--- src/rtl/gate_route_sched_pkg.sv ---
// Shared types for the receive-side route gate: route word layout,
// scheduler state encoding and field extraction helpers.
package gate_route_sched_pkg;

  localparam int ROUTE_BITS     = 14;
  localparam int ROUTE_UL_LSB   = 6;
  localparam int ROUTE_UL_W     = 4;
  localparam int ROUTE_PORT_LSB = 0;
  localparam int ROUTE_PORT_W   = 2;
  // Table storage is always sized for the largest port index space.
  localparam int MAX_DESTS      = 4;

  typedef logic [ROUTE_BITS-1:0]   route_word_t;
  typedef logic [ROUTE_UL_W-1:0]   route_ul_t;
  typedef logic [ROUTE_PORT_W-1:0] route_port_t;

  typedef enum logic [1:0] {
    IDLE   = 2'd0,
    LOOKUP = 2'd1,
    RESP   = 2'd2
  } gate_sched_state_t;

  function automatic route_ul_t route_ul(input route_word_t w);
    return w[ROUTE_UL_LSB +: ROUTE_UL_W];
  endfunction

  function automatic route_port_t route_port(input route_word_t w);
    return w[ROUTE_PORT_LSB +: ROUTE_PORT_W];
  endfunction

endpackage

--- src/rtl/gate_route_sched_arb.sv ---
// Combinational round-robin arbiter: picks the first asserted request at or
// after ptr (wrapping), returning a one-hot grant and its index.
module gate_rr_arb #(
  parameter int N_REQ = 4,
  parameter int IDX_W = $clog2(N_REQ)
) (
  input  logic [N_REQ-1:0] req,
  input  logic [IDX_W-1:0] ptr,
  output logic [N_REQ-1:0] grant,
  output logic [IDX_W-1:0] grant_idx,
  output logic             grant_valid
);

  logic [IDX_W-1:0] cand_s;

  // Cyclic scan from ptr; the first hit wins and later hits are ignored
  always_comb begin
    grant       = '0;
    grant_idx   = '0;
    grant_valid = 1'b0;
    cand_s      = '0;
    for (int k = 0; k < N_REQ; k++) begin
      cand_s = IDX_W'((int'(ptr) + k) % N_REQ);
      if (req[cand_s] && !grant_valid) begin
        grant[cand_s] = 1'b1;
        grant_idx     = cand_s;
        grant_valid   = 1'b1;
      end else begin
        grant_valid = grant_valid;
      end
    end
  end

endmodule

--- src/rtl/gate_route_sched.sv ---
// Route capability gate: owns the per-port ul_id table, serialises host
// table writes and requester lookups through one lookup engine, and returns
// allow/deny results over a valid/ready response channel.
module gate_route_sched
  import gate_route_sched_pkg::*;
#(
  parameter int N_DESTS        = 4,
  parameter int N_REQ          = 4,
  parameter int MAX_CTRL_BURST = 4
) (
  input  logic                        aclk,
  input  logic                        aresetn,
  input  logic                        ctrl_valid,
  output logic                        ctrl_ready,
  input  logic [ROUTE_BITS-1:0]       ctrl_data,
  input  logic [N_REQ-1:0]            req_valid,
  output logic [N_REQ-1:0]            req_ready,
  input  logic [N_REQ*ROUTE_BITS-1:0] req_data,
  output logic                        rsp_valid,
  input  logic                        rsp_ready,
  output logic [$clog2(N_REQ)-1:0]    rsp_req_id,
  output logic [1:0]                  rsp_port,
  output logic                        rsp_allow,
  output logic [31:0]                 deny_cnt
);

  localparam int                  IDX_W     = $clog2(N_REQ);
  localparam int                  BURST_W   = $clog2(MAX_CTRL_BURST + 1);
  localparam logic [BURST_W-1:0]  BURST_MAX = BURST_W'(MAX_CTRL_BURST);
  localparam logic [BURST_W-1:0]  BURST_ONE = BURST_W'(1);
  localparam logic [IDX_W-1:0]    LAST_REQ  = IDX_W'(N_REQ - 1);
  localparam logic [IDX_W-1:0]    IDX_ONE   = IDX_W'(1);
  localparam logic [31:0]         DENY_MAX  = 32'hFFFF_FFFF;

  gate_sched_state_t state_r;
  gate_sched_state_t state_nxt_s;
  route_ul_t         table_r [MAX_DESTS];
  logic [IDX_W-1:0]  rr_ptr_r;
  logic [BURST_W-1:0] ctrl_burst_r;
  route_word_t       lat_word_r;
  logic [IDX_W-1:0]  lat_id_r;

  logic              any_req_s;
  logic              ctrl_take_s;
  logic              req_take_s;
  logic [N_REQ-1:0]  arb_grant_s;
  logic [IDX_W-1:0]  arb_idx_s;
  logic              arb_valid_s;
  route_word_t       arb_word_s;
  route_port_t       wr_port_s;
  logic              wr_in_range_s;
  route_port_t       lk_port_s;
  logic              lk_allow_s;

  gate_rr_arb #(
    .N_REQ (N_REQ),
    .IDX_W (IDX_W)
  ) u_arb (
    .req         (req_valid),
    .ptr         (rr_ptr_r),
    .grant       (arb_grant_s),
    .grant_idx   (arb_idx_s),
    .grant_valid (arb_valid_s)
  );

  // Select the granted requester's route word (grant is one-hot)
  always_comb begin
    arb_word_s = '0;
    for (int i = 0; i < N_REQ; i++) begin
      if (arb_grant_s[i]) begin
        arb_word_s = req_data[i*ROUTE_BITS +: ROUTE_BITS];
      end else begin
        arb_word_s = arb_word_s;
      end
    end
  end

  // Decode the host write target and the lookup verdict for the latched word
  always_comb begin
    wr_port_s     = route_port(ctrl_data);
    wr_in_range_s = (int'(wr_port_s) < N_DESTS);
    lk_port_s     = route_port(lat_word_r);
    if (int'(lk_port_s) < N_DESTS) begin
      lk_allow_s = (route_ul(lat_word_r) == table_r[lk_port_s]);
    end else begin
      lk_allow_s = 1'b0;
    end
  end

  // Arbitration and next-state: host writes win until their burst budget
  // runs out while a requester is waiting
  always_comb begin
    any_req_s   = |req_valid;
    ctrl_take_s = 1'b0;
    req_take_s  = 1'b0;
    ctrl_ready  = 1'b0;
    req_ready   = '0;
    state_nxt_s = state_r;
    case (state_r)
      IDLE: begin
        if (ctrl_valid && (!any_req_s || (ctrl_burst_r < BURST_MAX))) begin
          ctrl_ready  = 1'b1;
          ctrl_take_s = 1'b1;
          state_nxt_s = IDLE;
        end else if (arb_valid_s) begin
          req_ready   = arb_grant_s;
          req_take_s  = 1'b1;
          state_nxt_s = LOOKUP;
        end else begin
          state_nxt_s = IDLE;
        end
      end
      LOOKUP: begin
        state_nxt_s = RESP;
      end
      RESP: begin
        if (rsp_ready) begin
          state_nxt_s = IDLE;
        end else begin
          state_nxt_s = RESP;
        end
      end
      default: begin
        state_nxt_s = IDLE;
      end
    endcase
  end

  // Scheduler state register
  always_ff @(posedge aclk) begin
    if (!aresetn) begin
      state_r <= IDLE;
    end else begin
      state_r <= state_nxt_s;
    end
  end

  // Capability table: accepted in-range host writes update one entry
  always_ff @(posedge aclk) begin
    if (!aresetn) begin
      for (int i = 0; i < MAX_DESTS; i++) begin
        table_r[i] <= '0;
      end
    end else if (ctrl_take_s && wr_in_range_s) begin
      table_r[wr_port_s] <= route_ul(ctrl_data);
    end
  end

  // Fairness bookkeeping and capture of the granted request
  always_ff @(posedge aclk) begin
    if (!aresetn) begin
      rr_ptr_r     <= '0;
      ctrl_burst_r <= '0;
      lat_word_r   <= '0;
      lat_id_r     <= '0;
    end else if (ctrl_take_s) begin
      if (!any_req_s) begin
        ctrl_burst_r <= '0;
      end else if (ctrl_burst_r != BURST_MAX) begin
        ctrl_burst_r <= ctrl_burst_r + BURST_ONE;
      end
    end else if (req_take_s) begin
      lat_word_r   <= arb_word_s;
      lat_id_r     <= arb_idx_s;
      rr_ptr_r     <= (arb_idx_s == LAST_REQ) ? '0 : (arb_idx_s + IDX_ONE);
      ctrl_burst_r <= '0;
    end
  end

  // Response registers and saturating deny counter
  always_ff @(posedge aclk) begin
    if (!aresetn) begin
      rsp_valid  <= 1'b0;
      rsp_req_id <= '0;
      rsp_port   <= '0;
      rsp_allow  <= 1'b0;
      deny_cnt   <= '0;
    end else if (state_r == LOOKUP) begin
      rsp_valid  <= 1'b1;
      rsp_req_id <= lat_id_r;
      rsp_port   <= lk_port_s;
      rsp_allow  <= lk_allow_s;
      if (!lk_allow_s && (deny_cnt != DENY_MAX)) begin
        deny_cnt <= deny_cnt + 32'd1;
      end
    end else if ((state_r == RESP) && rsp_ready) begin
      rsp_valid <= 1'b0;
    end
  end

endmodule
--- config.mk ---
export PLATFORM = sky130hd
export DESIGN_NAME = gate_route_sched
export DESIGN_NICKNAME = d
export VERILOG_FILES = /design/src/rtl/gate_route_sched_pkg.sv /design/src/rtl/gate_route_sched_arb.sv /design/src/rtl/gate_route_sched.sv
export SDC_FILE = /design/constraint.sdc
export NUM_CORES = 1
export LEC_CHECK = 0
export CORE_MARGIN = 2
export CORE_UTILIZATION = 43
export CTS_CLUSTER_SIZE = 8
export DETAILED_ROUTE_END_ITERATION = 7
export GPL_TIMING_DRIVEN = 1
export PLACE_DENSITY_LB_ADDON = 0.15
export SLEW_MARGIN = 5
export SYNTH_ARGS = -nofsm -noshare
export SYNTH_HDL_FRONTEND = slang
export SYNTH_SLANG_ARGS = --single-unit
--- constraint.sdc ---
create_clock -name aclk -period 2.9 [get_ports aclk]
set_input_delay 0.58 -clock aclk [delete_from_list [all_inputs] [get_ports aclk]]
set_output_delay 0.58 -clock aclk [all_outputs]
set_load 0.01 [all_outputs]
==> qor.json <==
{
  "dp_cells": 642,
  "final.min_clock_period_ps": 3060,
  "postSynthCellCount": 424,
  "violated_checks": "setup timing",
  "maximum_number_of_pins_on_one_net_before_global_route_repair": 63,
  "layout.nets": 634,
  "static-leakage-power_nw": 2.14,
  "timing.critical_path.slowest_cell_delay_ps": 570,
  "post-route-drc-count": 0,
  "p_sw_share_pct": 29.9,
  "route.antenna.remaining_nets": 0,
  "synth_edf_count": 16,
  "pwr_density_cell_nw_per_um2": 475,
  "cts.htree.levels": 3,
  "tritoncts": "built",
  "outcome": "finished with violations",
  "placed_area_um2": 5200,
  "chipWidth_um": 101,
  "place.detailed.hpwl_um": 7590,
  "vias_in_the_first_global_route": 3301,
  "fraction_of_final_layout_cells_sized_beyond_drive_strength_1_pct": 18.9,
  "crit_fanout": 4,
  "floorplan.die_area_um2": 10100,
  "yosysSeqAreaShare_pct": 39.5,
  "period_share_pct": 106,
  "synth-main-ff-cell": "sky130_fd_sc_hd__dfxtp_1",
  "areaGrowthSynthToFinish_pct": 37.7,
  "cts_hold_repair.buffers": 0,
  "syn-cell-area_um2": 4010,
  "yosysWarningCount": 0,
  "gpl.final_weighted_congestion": 0.932,
  "layout.cell_area.non_filler_um2": 5520,
  "kind_of_path_behind_the_tightest_hold_check": "reg -> reg",
  "cts.root.buffer_cell": "sky130_fd_sc_hd__clkbuf_8",
  "drv_cap": 0,
  "wl_per_cell_um": 15.3,
  "track_usage_pct": 20.5,
  "syn-mean-instance-area_um2": 9.45,
  "numClockSinks": 71,
  "drv_slew": 0,
  "coreArea_um2": 9150,
  "std_cell_rows": 35,
  "finalWirelength_um": 10100,
  "num_antenna_cells": 0,
  "slowest_stage": "sky130_fd_sc_hd__mux4_2",
  "worst_setup_path_start_kind": "flip-flop",
  "cts_made_buffers": 9,
  "path_cells": "inv_2 -> ha_4 -> mux4_2 -> nor2b_4 -> a22o_1 -> a211o_4 -> and2_4 -> buf_6",
  "synthArstFlopShare_pct": 0,
  "relSlewSlack_pct": 60.3,
  "critical_path_class": "reg -> out",
  "share_clk_of_total_power_pct": 30.1,
  "finalSetupViolations": 4,
  "port_buffers": 80,
  "latest_clock_arrival_within_the_worst_skew_pair_ps": 360,
  "drt_pre_antenna_iters": 5,
  "fin_worst_skew_ps": 15.3,
  "synth.net_count": 512,
  "footprint_of_the_multi_input_gates_um2": 2400,
  "grt_setup_unrepaired": "true",
  "postSynthRegisterBits": 71,
  "grt_pass1_wl_um": 16300,
  "worst-endpoint-arrival_ps": 2480,
  "die_y_um": 101,
  "switching_power_w": 0.000786,
  "initial_core_util_pct": 43.8,
  "vias_per_cell": 5.29,
  "ctsLongestPathBuffers": 2,
  "worst-endpoint-required_ps": 2320,
  "worstSetupEndpointType": "output port",
  "synth.distinct_cells": 54,
  "fin_ws_ps": -160,
  "cts.reportedPaths.clkPinSlew_ps": 90,
  "instances_no_fill": 662,
  "share_seq_of_total_power_pct": 41.7,
  "overflow": 0,
  "fmax_ghz": 0.327,
  "cellInternalPower_w": 0.00184,
  "vdd.ir_drop.worst_v": 0.000254,
  "initialDrtViolationCount": 95,
  "timing.final.hold_violations": 0,
  "area.sequential_um2": 1580,
  "via_count": 3500,
  "tightest_slew_ps": 590,
  "combinational_share_of_power_pct": 28.2,
  "pin_count": 121,
  "antenna_found_initial": 0,
  "num-fill-cells": 821
}
[Yosys cell counts, drive strengths merged, types with 4 or more instances]
library cell / n / area share [%]
a21oi: 9 / 1.1
or3: 7 / 1.1
dfxtp: 55 / 27
a221o: 6 / 1.5
edfxtp: 16 / 12
nand3: 19 / 2.5
a21boi: 14 / 2.6
o21ai: 18 / 2.3
nor4: 4 / 0.78
nor2b: 7 / 1.1
nand4: 8 / 1.2
and3: 12 / 1.9
mux4: 7 / 3.9
xor2: 9 / 2.0
o211a: 8 / 2.0
and2: 42 / 6.6
inv: 11 / 1.0
nor3: 12 / 1.5
nand2: 35 / 3.3
clkbuf: 12 / 1.1
xnor2: 19 / 4.2
nor3b: 6 / 1.1
buf: 6 / 1.1
nand2b: 11 / 1.7
nor2: 25 / 2.5
ha: 10 / 3.1
[layout make-up]
type                            count  share of cell area [%]
Clock inverter                      5                   0.657
Tap cell                          111                    2.52
Multi-Input combinational cell    324                    43.5
Inverter                           11                   0.748
Clock buffer                       11                    2.95
Sequential cell                    71                    28.7
Timing Repair Buffer              129                    20.9
[through the flow]
| stage | util (%) | setup TNS [ps] | setup WS, ps | power, W | hold WS (ps) |
|---|---|---|---|---|---|
| 2_1_floorplan | - | 0 | 5.67 | 0.00149 | 438 |
| 3_3_place_gp | 56.9 | -10160 | -626 | 0.00178 | 453 |
| 3_5_place_dp | 56.9 | -10780 | -656 | 0.00179 | 461 |
| 4_1_cts | 59.9 | -461 | -153 | 0.00262 | 459 |
| 5_1_grt | 60.3 | -790 | -223 | 0.00275 | 490 |
| 6_report | 60.3 | -400 | -160 | 0.00262 | 462 |
[power groups by stage]
stage	sequential, W	clock, W	combinational (W)
floorplan	0.00112	0	0.000374
global placement	0.00111	0	0.000662
detailed placement	0.00112	0	0.000670
CTS	0.00109	0.000811	0.000717
global route	0.00110	0.000855	0.000793
finish	0.00109	0.000789	0.000741
[path summary, 6_finish.rpt]
path / from / end / slack [ps] / cells past startpoint
worst min register to register: lat_word_r[1] / rsp_port[1] / 460 / 2
worst max-delay path: rr_ptr_r[1] / req_ready[1] / -160 / 8
worst min-delay path: lat_word_r[1] / rsp_port[1] / 460 / 2
worst max register to register: rr_ptr_r[1] / lat_word_r[1] / 20 / 11
[per-layer routing]
metal / share of wire [%] / vias up / wire [um] / global-route usage (%)
met5: 0 / - / 0 / 0
met2: 49 / 71 / 4940 / 34.1
met4: 1.5 / 0 / 150 / 6.95
li1: - / 1770 / - / -
met1: 46 / 1649 / 4630 / 26.6
met3: 4.0 / 10 / 403 / 4.30
[kinds of logic (layout without fill, tap and decap cells)]
logic type / Yosys count / count (layout) / share of synthesized area [%]
and+or+nand+nor: 195 / 195 / 27.2
buffers and inverters: 29 / 156 / 3.28
AOI/OAI and AO/OA: 79 / 79 / 15.6
xor gates and xnor gates: 28 / 28 / 6.12
DFF: 71 / 71 / 39.5
adders and majority gates: 10 / 10 / 3.12
muxes: 12 / 12 / 5.27
[placed cells by master (no fill, tap or decap), types with 3 or more instances in the layout]
cell type,n
sky130_fd_sc_hd__a22o_1,3
sky130_fd_sc_hd__mux2_2,3
sky130_fd_sc_hd__nor2_1,23
sky130_fd_sc_hd__nand2b_1,11
sky130_fd_sc_hd__nor4_1,3
sky130_fd_sc_hd__buf_4,47
sky130_fd_sc_hd__nand2_1,35
sky130_fd_sc_hd__buf_2,3
sky130_fd_sc_hd__nand3_1,18
sky130_fd_sc_hd__dlygate4sd2_1,5
sky130_fd_sc_hd__nor3b_1,4
sky130_fd_sc_hd__and3_1,12
sky130_fd_sc_hd__dfxtp_1,53
sky130_fd_sc_hd__a21boi_0,10
sky130_fd_sc_hd__edfxtp_1,16
sky130_fd_sc_hd__clkbuf_8,10
sky130_fd_sc_hd__ha_1,9
sky130_fd_sc_hd__nor3_1,12
sky130_fd_sc_hd__a21oi_1,8
sky130_fd_sc_hd__xnor2_1,19
sky130_fd_sc_hd__nor2b_1,6
sky130_fd_sc_hd__and2_1,41
sky130_fd_sc_hd__nand3b_1,3
sky130_fd_sc_hd__nand4_1,8
sky130_fd_sc_hd__o211a_1,8
sky130_fd_sc_hd__inv_1,9
sky130_fd_sc_hd__xor2_1,9
sky130_fd_sc_hd__mux4_2,7
sky130_fd_sc_hd__or3_1,7
sky130_fd_sc_hd__o21ai_0,17
sky130_fd_sc_hd__a221o_1,6
sky130_fd_sc_hd__buf_6,3
sky130_fd_sc_hd__clkdlybuf4s50_1,71
sky130_fd_sc_hd__o21a_1,3
sky130_fd_sc_hd__a21boi_1,4
[worst max-delay path, delay by kind of cell, from the launching register on]
kind	cells	cell delay, ps
mux	1	570
compound gates	2	460
flops	1	340
simple gates	2	330
fa+ha+maj	1	270
buf+inv	2	160
[what timing repair did]
action                                  4_1_cts  5_1_grt
endpoints found under the setup margin       13       12
buffers inserted                              4        1
pin swaps                                     5        5
gates resized for setup                      37        6
[flip-flops by register name, indices dropped and copies added (netlist names), 2 cells and up, named ones only]
name          flops
lat_id_r          2
ctrl_burst_r      3
rsp_req_id        2
table_r          16
state_r           2
rsp_port          2
lat_word_r        6
deny_cnt         32
Power figures use the tool's default switching activity.
